`config.mk`:
```
export PLATFORM = sky130hd
export DESIGN_NAME = mc_ctrl_fsm
export DESIGN_NICKNAME = d
export VERILOG_FILES = /design/src/rtl/mc_pkg.sv /design/src/rtl/alu_ctrl_dec.sv /design/src/rtl/mc_ctrl_fsm.sv
export SDC_FILE = /design/constraint.sdc
export NUM_CORES = 1
export LEC_CHECK = 0
export CAP_MARGIN = 10
export CORE_AREA = 2 2 45 47
export DETAILED_ROUTE_END_ITERATION = 16
export DIE_AREA = 0 0 47 49
export HOLD_SLACK_MARGIN = 0.15
export PLACE_DENSITY = 0.81
export RECOVER_POWER = 25
export SLEW_MARGIN = 20
export SYNTH_ARGS = -nofsm -noshare
export SYNTH_HDL_FRONTEND = slang
export SYNTH_SLANG_ARGS = --single-unit
```
`constraint.sdc`:
```
create_clock -name clk -period 5 [get_ports clk]
set_input_delay 1 -clock clk [delete_from_list [all_inputs] [get_ports clk]]
set_output_delay 1 -clock clk [all_outputs]
set_load 0.03 [all_outputs]
```
`src/rtl/mc_pkg.sv`:
```
// mc_pkg: shared states, opcodes, ALU codes and mux selects for the multicycle MIPS controller
package mc_pkg;

    typedef enum logic [3:0] {
        S_FETCH  = 4'd0,
        S_DECODE = 4'd1,
        S_MEMADR = 4'd2,
        S_MEMRD  = 4'd3,
        S_MEMWB  = 4'd4,
        S_MEMWR  = 4'd5,
        S_EXEC   = 4'd6,
        S_ALUWB  = 4'd7,
        S_BEQ    = 4'd8,
        S_BNE    = 4'd9,
        S_IMMEX  = 4'd10,
        S_IMMWB  = 4'd11,
        S_JUMP   = 4'd12,
        S_JAL    = 4'd13
    } state_t;

    localparam logic [5:0] OP_RTYPE = 6'b000000;
    localparam logic [5:0] OP_LW    = 6'b100011;
    localparam logic [5:0] OP_SW    = 6'b101011;
    localparam logic [5:0] OP_BEQ   = 6'b000100;
    localparam logic [5:0] OP_BNE   = 6'b000101;
    localparam logic [5:0] OP_J     = 6'b000010;
    localparam logic [5:0] OP_JAL   = 6'b000011;
    localparam logic [5:0] OP_ADDI  = 6'b001000;
    localparam logic [5:0] OP_ANDI  = 6'b001100;
    localparam logic [5:0] OP_ORI   = 6'b001101;

    localparam logic [5:0] FN_ADD = 6'b100000;
    localparam logic [5:0] FN_SUB = 6'b100010;
    localparam logic [5:0] FN_AND = 6'b100100;
    localparam logic [5:0] FN_OR  = 6'b100101;
    localparam logic [5:0] FN_SLT = 6'b101010;

    localparam logic [1:0] ALUOP_ADD   = 2'b00;
    localparam logic [1:0] ALUOP_SUB   = 2'b01;
    localparam logic [1:0] ALUOP_FUNCT = 2'b10;
    localparam logic [1:0] ALUOP_OPC   = 2'b11;

    localparam logic [2:0] AC_AND = 3'b000;
    localparam logic [2:0] AC_OR  = 3'b001;
    localparam logic [2:0] AC_ADD = 3'b010;
    localparam logic [2:0] AC_SUB = 3'b110;
    localparam logic [2:0] AC_SLT = 3'b111;

    localparam logic [1:0] SRCB_B     = 2'b00;
    localparam logic [1:0] SRCB_4     = 2'b01;
    localparam logic [1:0] SRCB_IMM   = 2'b10;
    localparam logic [1:0] SRCB_IMMSH = 2'b11;

    localparam logic [1:0] WB_ALU = 2'b00;
    localparam logic [1:0] WB_MEM = 2'b01;
    localparam logic [1:0] WB_PC  = 2'b10;

    localparam logic [1:0] RD_RT  = 2'b00;
    localparam logic [1:0] RD_RD  = 2'b01;
    localparam logic [1:0] RD_R31 = 2'b10;

    localparam logic [1:0] PC_ALU    = 2'b00;
    localparam logic [1:0] PC_ALUOUT = 2'b01;
    localparam logic [1:0] PC_JUMP   = 2'b10;

    // Returning S_FETCH from DECODE doubles as the illegal-opcode indication
    function automatic state_t decode_next(input logic [5:0] op, input logic ext);
        case (op)
            OP_LW, OP_SW:              decode_next = S_MEMADR;
            OP_RTYPE:                  decode_next = S_EXEC;
            OP_BEQ:                    decode_next = S_BEQ;
            OP_J:                      decode_next = S_JUMP;
            OP_BNE:                    decode_next = ext ? S_BNE : S_FETCH;
            OP_ADDI, OP_ANDI, OP_ORI:  decode_next = ext ? S_IMMEX : S_FETCH;
            OP_JAL:                    decode_next = ext ? S_JAL : S_FETCH;
            default:                   decode_next = S_FETCH;
        endcase
    endfunction

endpackage

```
`src/rtl/alu_ctrl_dec.sv`:
```
// alu_ctrl_dec: maps aluop plus funct/opcode to the ALU operation code
module alu_ctrl_dec
    import mc_pkg::*;
#(
    parameter int ALUCTL_W = 3
) (
    input  logic [1:0]          aluop_i,
    input  logic [5:0]          funct_i,
    input  logic [5:0]          op_i,
    output logic [ALUCTL_W-1:0] alucontrol_o
);

    logic [2:0] f_code;
    logic [2:0] o_code;
    logic [2:0] code;

    always_comb begin
        f_code = (funct_i == FN_SUB) ? AC_SUB :
                 (funct_i == FN_AND) ? AC_AND :
                 (funct_i == FN_OR)  ? AC_OR  :
                 (funct_i == FN_SLT) ? AC_SLT : AC_ADD;
        o_code = (op_i == OP_ANDI) ? AC_AND :
                 (op_i == OP_ORI)  ? AC_OR  : AC_ADD;
        code   = (aluop_i == ALUOP_ADD)   ? AC_ADD :
                 (aluop_i == ALUOP_SUB)   ? AC_SUB :
                 (aluop_i == ALUOP_FUNCT) ? f_code : o_code;
    end

    assign alucontrol_o = ALUCTL_W'(code);

endmodule

```
`src/rtl/mc_ctrl_fsm.sv`:
```
// mc_ctrl_fsm: multicycle MIPS control FSM driving datapath enables, muxes and ALU control
module mc_ctrl_fsm
    import mc_pkg::*;
#(
    parameter int ALUCTL_W = 3,
    parameter int EXT_OPS  = 1,
    parameter int MEM_WAIT = 1
) (
    input  logic                clk,
    input  logic                reset_n,
    input  logic [5:0]          op,
    input  logic [5:0]          funct,
    input  logic                zero,
    input  logic                mem_ready,
    output logic                iord,
    output logic                memread,
    output logic                memwrite,
    output logic                irwrite,
    output logic [1:0]          memtoreg,
    output logic [1:0]          regdst,
    output logic                regwrite,
    output logic                alusrca,
    output logic [1:0]          alusrcb,
    output logic                zeroext,
    output logic [ALUCTL_W-1:0] alucontrol,
    output logic [1:0]          pcsrc,
    output logic                pcen,
    output logic                illegal,
    output logic [3:0]          state_o
);

    state_t     state_q;
    state_t     state_d;
    state_t     dec_next;
    logic       rdy;
    logic       pcwrite;
    logic       branch;
    logic       branchne;
    logic [1:0] aluop;

    assign rdy      = (MEM_WAIT == 0) | mem_ready;
    assign dec_next = decode_next(op, EXT_OPS != 0);
    assign state_o  = state_q;

    always_comb begin
        state_d = S_FETCH;
        case (state_q)
            S_FETCH:  state_d = rdy ? S_DECODE : S_FETCH;
            S_DECODE: state_d = dec_next;
            S_MEMADR: state_d = (op == OP_LW) ? S_MEMRD : S_MEMWR;
            S_MEMRD:  state_d = rdy ? S_MEMWB : S_MEMRD;
            S_MEMWR:  state_d = rdy ? S_FETCH : S_MEMWR;
            S_EXEC:   state_d = S_ALUWB;
            S_IMMEX:  state_d = S_IMMWB;
            default:  state_d = S_FETCH;
        endcase
    end

    always_ff @(posedge clk or negedge reset_n) begin
        if (!reset_n) state_q <= S_FETCH;
        else          state_q <= state_d;
    end

    always_comb begin
        iord     = 1'b0;
        memread  = 1'b0;
        memwrite = 1'b0;
        irwrite  = 1'b0;
        memtoreg = WB_ALU;
        regdst   = RD_RT;
        regwrite = 1'b0;
        alusrca  = 1'b0;
        alusrcb  = SRCB_B;
        zeroext  = 1'b0;
        aluop    = ALUOP_ADD;
        pcsrc    = PC_ALU;
        pcwrite  = 1'b0;
        branch   = 1'b0;
        branchne = 1'b0;
        illegal  = 1'b0;
        case (state_q)
            S_FETCH: begin
                memread = 1'b1;
                alusrcb = SRCB_4;
                irwrite = rdy;
                pcwrite = rdy;
            end
            S_DECODE: begin
                alusrcb = SRCB_IMMSH;
                illegal = (dec_next == S_FETCH);
            end
            S_MEMADR: begin
                alusrca = 1'b1;
                alusrcb = SRCB_IMM;
            end
            S_MEMRD: begin
                iord    = 1'b1;
                memread = 1'b1;
            end
            S_MEMWB: begin
                memtoreg = WB_MEM;
                regwrite = 1'b1;
            end
            S_MEMWR: begin
                iord     = 1'b1;
                memwrite = 1'b1;
            end
            S_EXEC: begin
                alusrca = 1'b1;
                aluop   = ALUOP_FUNCT;
            end
            S_ALUWB: begin
                regdst   = RD_RD;
                regwrite = 1'b1;
            end
            S_BEQ, S_BNE: begin
                alusrca  = 1'b1;
                aluop    = ALUOP_SUB;
                pcsrc    = PC_ALUOUT;
                branch   = (state_q == S_BEQ);
                branchne = (state_q == S_BNE);
            end
            S_IMMEX: begin
                alusrca = 1'b1;
                alusrcb = SRCB_IMM;
                aluop   = (op == OP_ADDI) ? ALUOP_ADD : ALUOP_OPC;
                zeroext = (op != OP_ADDI);
            end
            S_IMMWB: regwrite = 1'b1;
            S_JUMP: begin
                pcsrc   = PC_JUMP;
                pcwrite = 1'b1;
            end
            S_JAL: begin
                pcsrc    = PC_JUMP;
                pcwrite  = 1'b1;
                regdst   = RD_R31;
                memtoreg = WB_PC;
                regwrite = 1'b1;
            end
            default: ;
        endcase
        // Side-effecting strobes are held off for the whole time reset is asserted
        memread  = memread & reset_n;
        memwrite = memwrite & reset_n;
        irwrite  = irwrite & reset_n;
        regwrite = regwrite & reset_n;
        illegal  = illegal & reset_n;
        pcen     = reset_n & (pcwrite | (branch & zero) | (branchne & ~zero));
    end

    alu_ctrl_dec #(
        .ALUCTL_W(ALUCTL_W)
    ) u_alu_ctrl_dec (
        .aluop_i      (aluop),
        .funct_i      (funct),
        .op_i         (op),
        .alucontrol_o (alucontrol)
    );

endmodule

```
==> results of run 1 <==
==> worst paths after layout <==
check                                     start                   end  cells past startpoint
max                                       op[1]         alucontrol[0]                      6
min reg2reg                state_o[3]$_DFF_PN0_  state_o[2]$_DFF_PN0_                      1
min                        state_o[3]$_DFF_PN0_  state_o[2]$_DFF_PN0_                      1
max reg2reg                state_o[1]$_DFF_PN0_  state_o[2]$_DFF_PN0_                      4
max in group asynchronous               reset_n  state_o[0]$_DFF_PN0_                      1
min in group asynchronous               reset_n  state_o[1]$_DFF_PN0_                      1
==> cell families after synthesis <==
kind of cell	share of synthesized area
AND/OR/NAND/NOR	0.4127
AO/OA/AOI/OAI	0.2764
multiplexers	0.04364
flip-flops	0.1455
buffers and inverters	0.09634
XOR/XNOR	0.02546
==> layout make-up <==
cell class	instances	area (um2)
Clock buffer	3	22.52
Tap cell	27	33.78
Sequential cell	4	100.1
Inverter	4	15.01
Multi-Input combinational cell	78	521.8
Timing Repair Buffer	39	390.4
Fill cell	185	758.2
==> routing by layer <==
metal  GRT usage  vias up
li1            -      427
met1      0.2517      391
met2      0.3014       33
met3     0.01481        2
met4     0.06481        0
met5           0        -
==> worst max-delay path: stages <==
cell and delay [ps]:
dlygate4sd3_1 660, nor4b_4 370, a311oi_1 170, a221o_1 300, and3_1 160, clkdlybuf4s50_1 580
==> Yosys cell counts (2+ instances only) <==
| cell type | instances |
|---|---|
| nor4b_1 | 3 |
| a41oi_1 | 3 |
| and2_1 | 2 |
| nand2b_1 | 5 |
| inv_1 | 3 |
| nand4b_1 | 2 |
| nor2b_1 | 4 |
| nand2_1 | 2 |
| mux2i_1 | 3 |
| nor2_1 | 10 |
| o22ai_1 | 2 |
| nor3_1 | 7 |
| buf_2 | 5 |
| a21oi_1 | 8 |
| o21ai_0 | 2 |
| nor3b_1 | 3 |
| o32ai_1 | 2 |
| nor4_1 | 2 |
| and3_1 | 2 |
| dfrtp_1 | 4 |
==> report_power, final <==
part,internal (W),total [W],switching [W]
sequential,0.0000371,0.0000598,0.0000227
combinational,0.0000743,0.000165,0.0000908
clock,0.0000267,0.0000380,0.0000113
==> per-stage QoR <==
stage | setup slack [ps] | cell area [um2] | hold WS, ps
floorplan | 1541 | 688.2 | 704.4
global placement | 888.7 | 1061 | 730.0
detailed placement | 838.1 | 1061 | 720.5
CTS | 837.3 | 1084 | 728.6
global route | 620.6 | 1084 | 783.1
finish | 765.4 | 1084 | 728.5
==> impl_metrics.env, run 1 <==
export IMPL_p_leak_nw=0.4019
export IMPL_port_buffers=39
export IMPL_layout_commonest_cell="clkdlybuf4s50_1"
export IMPL_hold_buffers=0
export IMPL_layout_nets=146
export IMPL_wl_met2_um=971
export IMPL_routed_top_layer="met4"
export IMPL_met3_length_um=131
export IMPL_core_area_um2=1842
export IMPL_cp_start_kind="input port"
export IMPL_arrival_ps=3230
export IMPL_dieArea_um2=2303
export IMPL_die_x_um=47
export IMPL_row_count=16
export IMPL_tightest_slew_ps=631.3
export IMPL_end_kind="output port"
export IMPL_hold_class="register to register"
export IMPL_clock_fmax_ghz=0.2362
export IMPL_placedCellCount=152
export IMPL_drt_iter0_markers=12
export IMPL_cts_tree="done"
export IMPL_drt_met1_wl_um=866
export IMPL_cts_root_buf="clkbuf_4"
export IMPL_synthesis_nets=111
export IMPL_mostFrequentLayoutCells="36 x clkdlybuf4s50_1, 10 x nor2_1, 8 x a21oi_1"
export IMPL_area_growth_pct=57.45
export IMPL_start_util=0.3736
export IMPL_rsz0062_at_grt="false"
export IMPL_finalWirelength_um=1976
export IMPL_finalMaxSlewViolations=0
export IMPL_final_util=0.5883
export IMPL_cts_sinks=4
export IMPL_syn_area_um2=688.2
export IMPL_cts_resized=0
export IMPL_ant_nets=0
export IMPL_die_h_um=49
export IMPL_hold_viol=0
export IMPL_synth_top_area_cell="dfrtp_1"
export IMPL_layoutNonFillerInstCount=155
export IMPL_drive_above_1_share=0.03906
export IMPL_critPathMaxFanout=7
export IMPL_setup_worst_path_class="input port to output port"
export IMPL_synth_seq_cells=4
export IMPL_irDropWorstVdd_mv=0.1809
export IMPL_routabilityCongestion=0.8394
export IMPL_cts_buffers=3
export IMPL_route_detailed_drc=0
export IMPL_grt_overflow=0
export IMPL_first_global_vias=772
export IMPL_yosys_warnings=0
export IMPL_htreeDepth=1
export IMPL_synth_top_area_share=0.1455
export IMPL_cts_max_path_buffers=2
export IMPL_antenna_found_initial=0
export IMPL_largest_register_ffs=4
export IMPL_maxCapViolations=0
export IMPL_slew_headroom=0.5791
export IMPL_finalPower_w=0.0002630
export IMPL_fin_crit_ps=4235
export IMPL_seq_area_frac_synth=0.1455
export IMPL_fin_worst_skew_ps=0.04649
export IMPL_wl_per_cell_um=12.75
export IMPL_power_density_nw_per_um2=242.7
export IMPL_n_antenna_cell=0
export IMPL_yosysUniqueCellTypes=41
export IMPL_io_pins=40
export IMPL_cts_setup_buffers=0
export IMPL_avgSynthCellArea_um2=7.244
export IMPL_synth_ff_type="dfrtp_1"
export IMPL_crit_required_ps=4000
export IMPL_synth_edff_count=0
export IMPL_grt_total_usage=0.1864
export IMPL_period_share=0.8469
export IMPL_vias_per_cell=5.503
export IMPL_outcome="finished clean"
export IMPL_grt_pass1_wl_um=3305
export IMPL_fin_setup_tns_ps=0
export IMPL_r2r_slack_ps=3330
export IMPL_clkLatencyLatePin_ps=230
export IMPL_postSynthCellCount=95
export IMPL_firstDrtPassIters=4
export IMPL_synth_area_leaders="dfrtp_1 15%, a21oi_1 5.8%, nor2_1 5.5%"
export IMPL_clkTransAtPathRegs_ps=30
export IMPL_async_reset_ff_frac=1.000
export IMPL_setup_viol=0
export IMPL_grt_max_degree=23
export IMPL_dp_hpwl_um=1553
export IMPL_num_vias=853
No activity file was read; power rests on OpenSTA's default activity.
==> run 2, diff against run 1 <==
- CORE_AREA: 2 2 45 47 -> 2 2 48 50
- DIE_AREA: 0 0 47 49 -> 0 0 50 52
- PLACE_DENSITY: 0.81 -> 0.75
- clock period: 5 -> 3.5 ns (I/O delays scaled with it)
==> run 2 against run 1 <==
Critical path depth fell by 1. Core utilization fell by 3.6 points. Clock skew rose by 0.72 ps. Largest cell class unchanged. Largest power group unchanged.
==> impl_metrics.env, run 2 (synthesis results as in run 1) <==
export IMPL_outcome="finished clean"
export IMPL_cts_root_buf="clkbuf_4"
export IMPL_p_int_w=0.0002055
export IMPL_irDropWorstVdd_mv=0.2585
export IMPL_hold_viol=0
export IMPL_fin_worst_skew_ps=0.7683
export IMPL_critPathMaxFanout=4
export IMPL_first_global_vias=878
export IMPL_endpoint="illegal"
export IMPL_drive_above_1_share=0.1159
export IMPL_cts_tree="done"
export IMPL_start_util=0.3268
export IMPL_port_buffers=39
export IMPL_setup_worst_path_class="input port to output port"
export IMPL_cts_buffers=3
export IMPL_finalWirelength_um=2110
export IMPL_clkTransAtPathRegs_ps=30
export IMPL_grt_max_degree=22
export IMPL_drt_iter0_markers=9
export IMPL_maxCapViolations=0
export IMPL_crit_start="reset_n"
export IMPL_grt_total_usage=0.1719
export IMPL_fin_setup_tns_ps=0
export IMPL_ant_nets=0
export IMPL_antenna_found_initial=0
export IMPL_hold_start="state_o[3]$_DFF_PN0_"
export IMPL_crit_buf_inv=3
export IMPL_row_count=17
export IMPL_route_detailed_drc=0
export IMPL_r2r_slack_ps=1980
export IMPL_end_kind="output port"
export IMPL_pre_cts_slack_ps=58.35
export IMPL_htreeDepth=1
export IMPL_layout_setup_ws_ps=133.3
export IMPL_n_antenna_cell=0
export IMPL_fin_area_um2=1162
export IMPL_grt_busiest_layer="met2"
export IMPL_power_switching_w=0.0001795
export IMPL_power_density_nw_per_um2=331.1
export IMPL_vias_per_cell=5.446
export IMPL_rr_startpoint="state_o[0]$_DFF_PN0_"
export IMPL_grt_pass1_wl_um=3608
export IMPL_slowest_delay_ps=730
export IMPL_setup_viol=0
export IMPL_timing_rr_end="state_o[2]$_DFF_PN0_"
export IMPL_cp_start_kind="input port"
export IMPL_clkLatencyLatePin_ps=230
export IMPL_cpMaxStageDelayCell="clkdlybuf4s50_1"
export IMPL_met1_usage=0.1990
export IMPL_combPwrFrac=0.668
export IMPL_area_growth_pct=68.91
export IMPL_globalRouteMet3Util=0.02299
export IMPL_largest_register_ffs=4
export IMPL_crit_chain="dlygate4sd3_1 > inv_1 > or3_1 > nor4_1 > clkdlybuf4s50_1"
export IMPL_power_share_clock=0.142
export IMPL_wl_per_cell_um=12.71
export IMPL_dp_hpwl_um=1741
export IMPL_die_x_um=50
export IMPL_cts_max_path_buffers=2
export IMPL_placed_cell_area_um2=1135
export IMPL_layout_commonest_cell="clkdlybuf4s50_1"
export IMPL_die_h_um=52
export IMPL_mostFrequentLayoutCells="35 x clkdlybuf4s50_1, 10 x nor2_1, 10 x buf_4"
export IMPL_final_util=0.5520
export IMPL_io_pins=40
export IMPL_cts_setup_buffers=0
export IMPL_slew_headroom=0.6977
export IMPL_clock_fmax_ghz=0.2970
export IMPL_dieArea_um2=2600
export IMPL_period_share=0.9619
export IMPL_grt_overflow=0
export IMPL_routabilityCongestion=0.8015
export IMPL_reg2reg_depth=4
export IMPL_fin_crit_ps=3367
export IMPL_tightest_slew_ps=453.4
export IMPL_cts_sinks=4
export IMPL_arrival_ps=2670
export IMPL_core_area_um2=2106
export IMPL_nFillCells=210
export IMPL_firstDrtPassIters=4
export IMPL_grt_met2_usage=0.3202
export IMPL_p_leak_nw=0.4736
export IMPL_seqPwrFrac=0.190
export IMPL_finalMaxSlewViolations=0
export IMPL_num_vias=904
export IMPL_power_share_switching=0.4662
export IMPL_hold_class="register to register"
export IMPL_rsz0062_at_grt="false"
export IMPL_crit_required_ps=2800
export IMPL_path_depth=5
export IMPL_crit_family="buffers and inverters"
export IMPL_layout_nets=156
run 2: what timing repair did:
item / CTS / global route
setup endpoints to repair: 0 / 1
hold buffers: 0 / 0
resized for setup: 0 / 2
hold endpoints to repair: 0 / 0
run 2: stage by stage:
stage / power (W) / hold WS (ps) / std cells
after floorplan: 0.0002269 / 404.4 / 95
after global placement: 0.0003302 / 636.9 / 163
after detailed placement: 0.0003315 / 644.9 / 163
after CTS: 0.0003912 / 649.6 / 166
after global routing: 0.0004137 / 686.0 / 166
final: 0.0003849 / 646.1 / 166
run 2: worst min-delay path by stage:
stage | endpoint | cells after the start
after global placement | state_o[2]$_DFF_PN0_ | 2
after CTS | state_o[2]$_DFF_PN0_ | 2
after detailed placement | state_o[2]$_DFF_PN0_ | 2
final | state_o[2]$_DFF_PN0_ | 2
after global routing | state_o[2]$_DFF_PN0_ | 2
after floorplan | state_o[0]$_DFF_PN0_ | 0
run 2: routing by layer:
| layer | vias to the layer above | share of wire |
|---|---|---|
| met5 | - | 0 |
| met1 | 424 | 0.42 |
| met3 | 0 | 0.059 |
| met4 | 0 | 0 |
| li1 | 447 | - |
| met2 | 33 | 0.52 |
run 2: worst register-to-register path: cells and delay by family, from the launching register on:
kind | cells | cell delay [ps]
DFF | 1 | 610
AOI/OAI and AO/OA | 3 | 620
and+or+nand+nor | 1 | 210
run 2: power groups by stage:
stage          registers, W  logic [W]  clock network [W]
6_report          0.0000733   0.000257          0.0000546
4_1_cts           0.0000731   0.000259          0.0000594
3_3_place_gp      0.0000735   0.000257                  0
5_1_grt           0.0000765   0.000275          0.0000624
3_5_place_dp      0.0000737   0.000258                  0
2_1_floorplan     0.0000755   0.000151                  0
run 2: area by class of cell:
class	instances	area, um2	area share
clock buffers	3	22.52	0.01938
repair buffers	49	461.7	0.3972
well taps	28	35.03	0.03014
multi-input cells	78	528.0	0.4543
flip-flops and latches	4	100.1	0.08611
inverters	4	15.01	0.01292
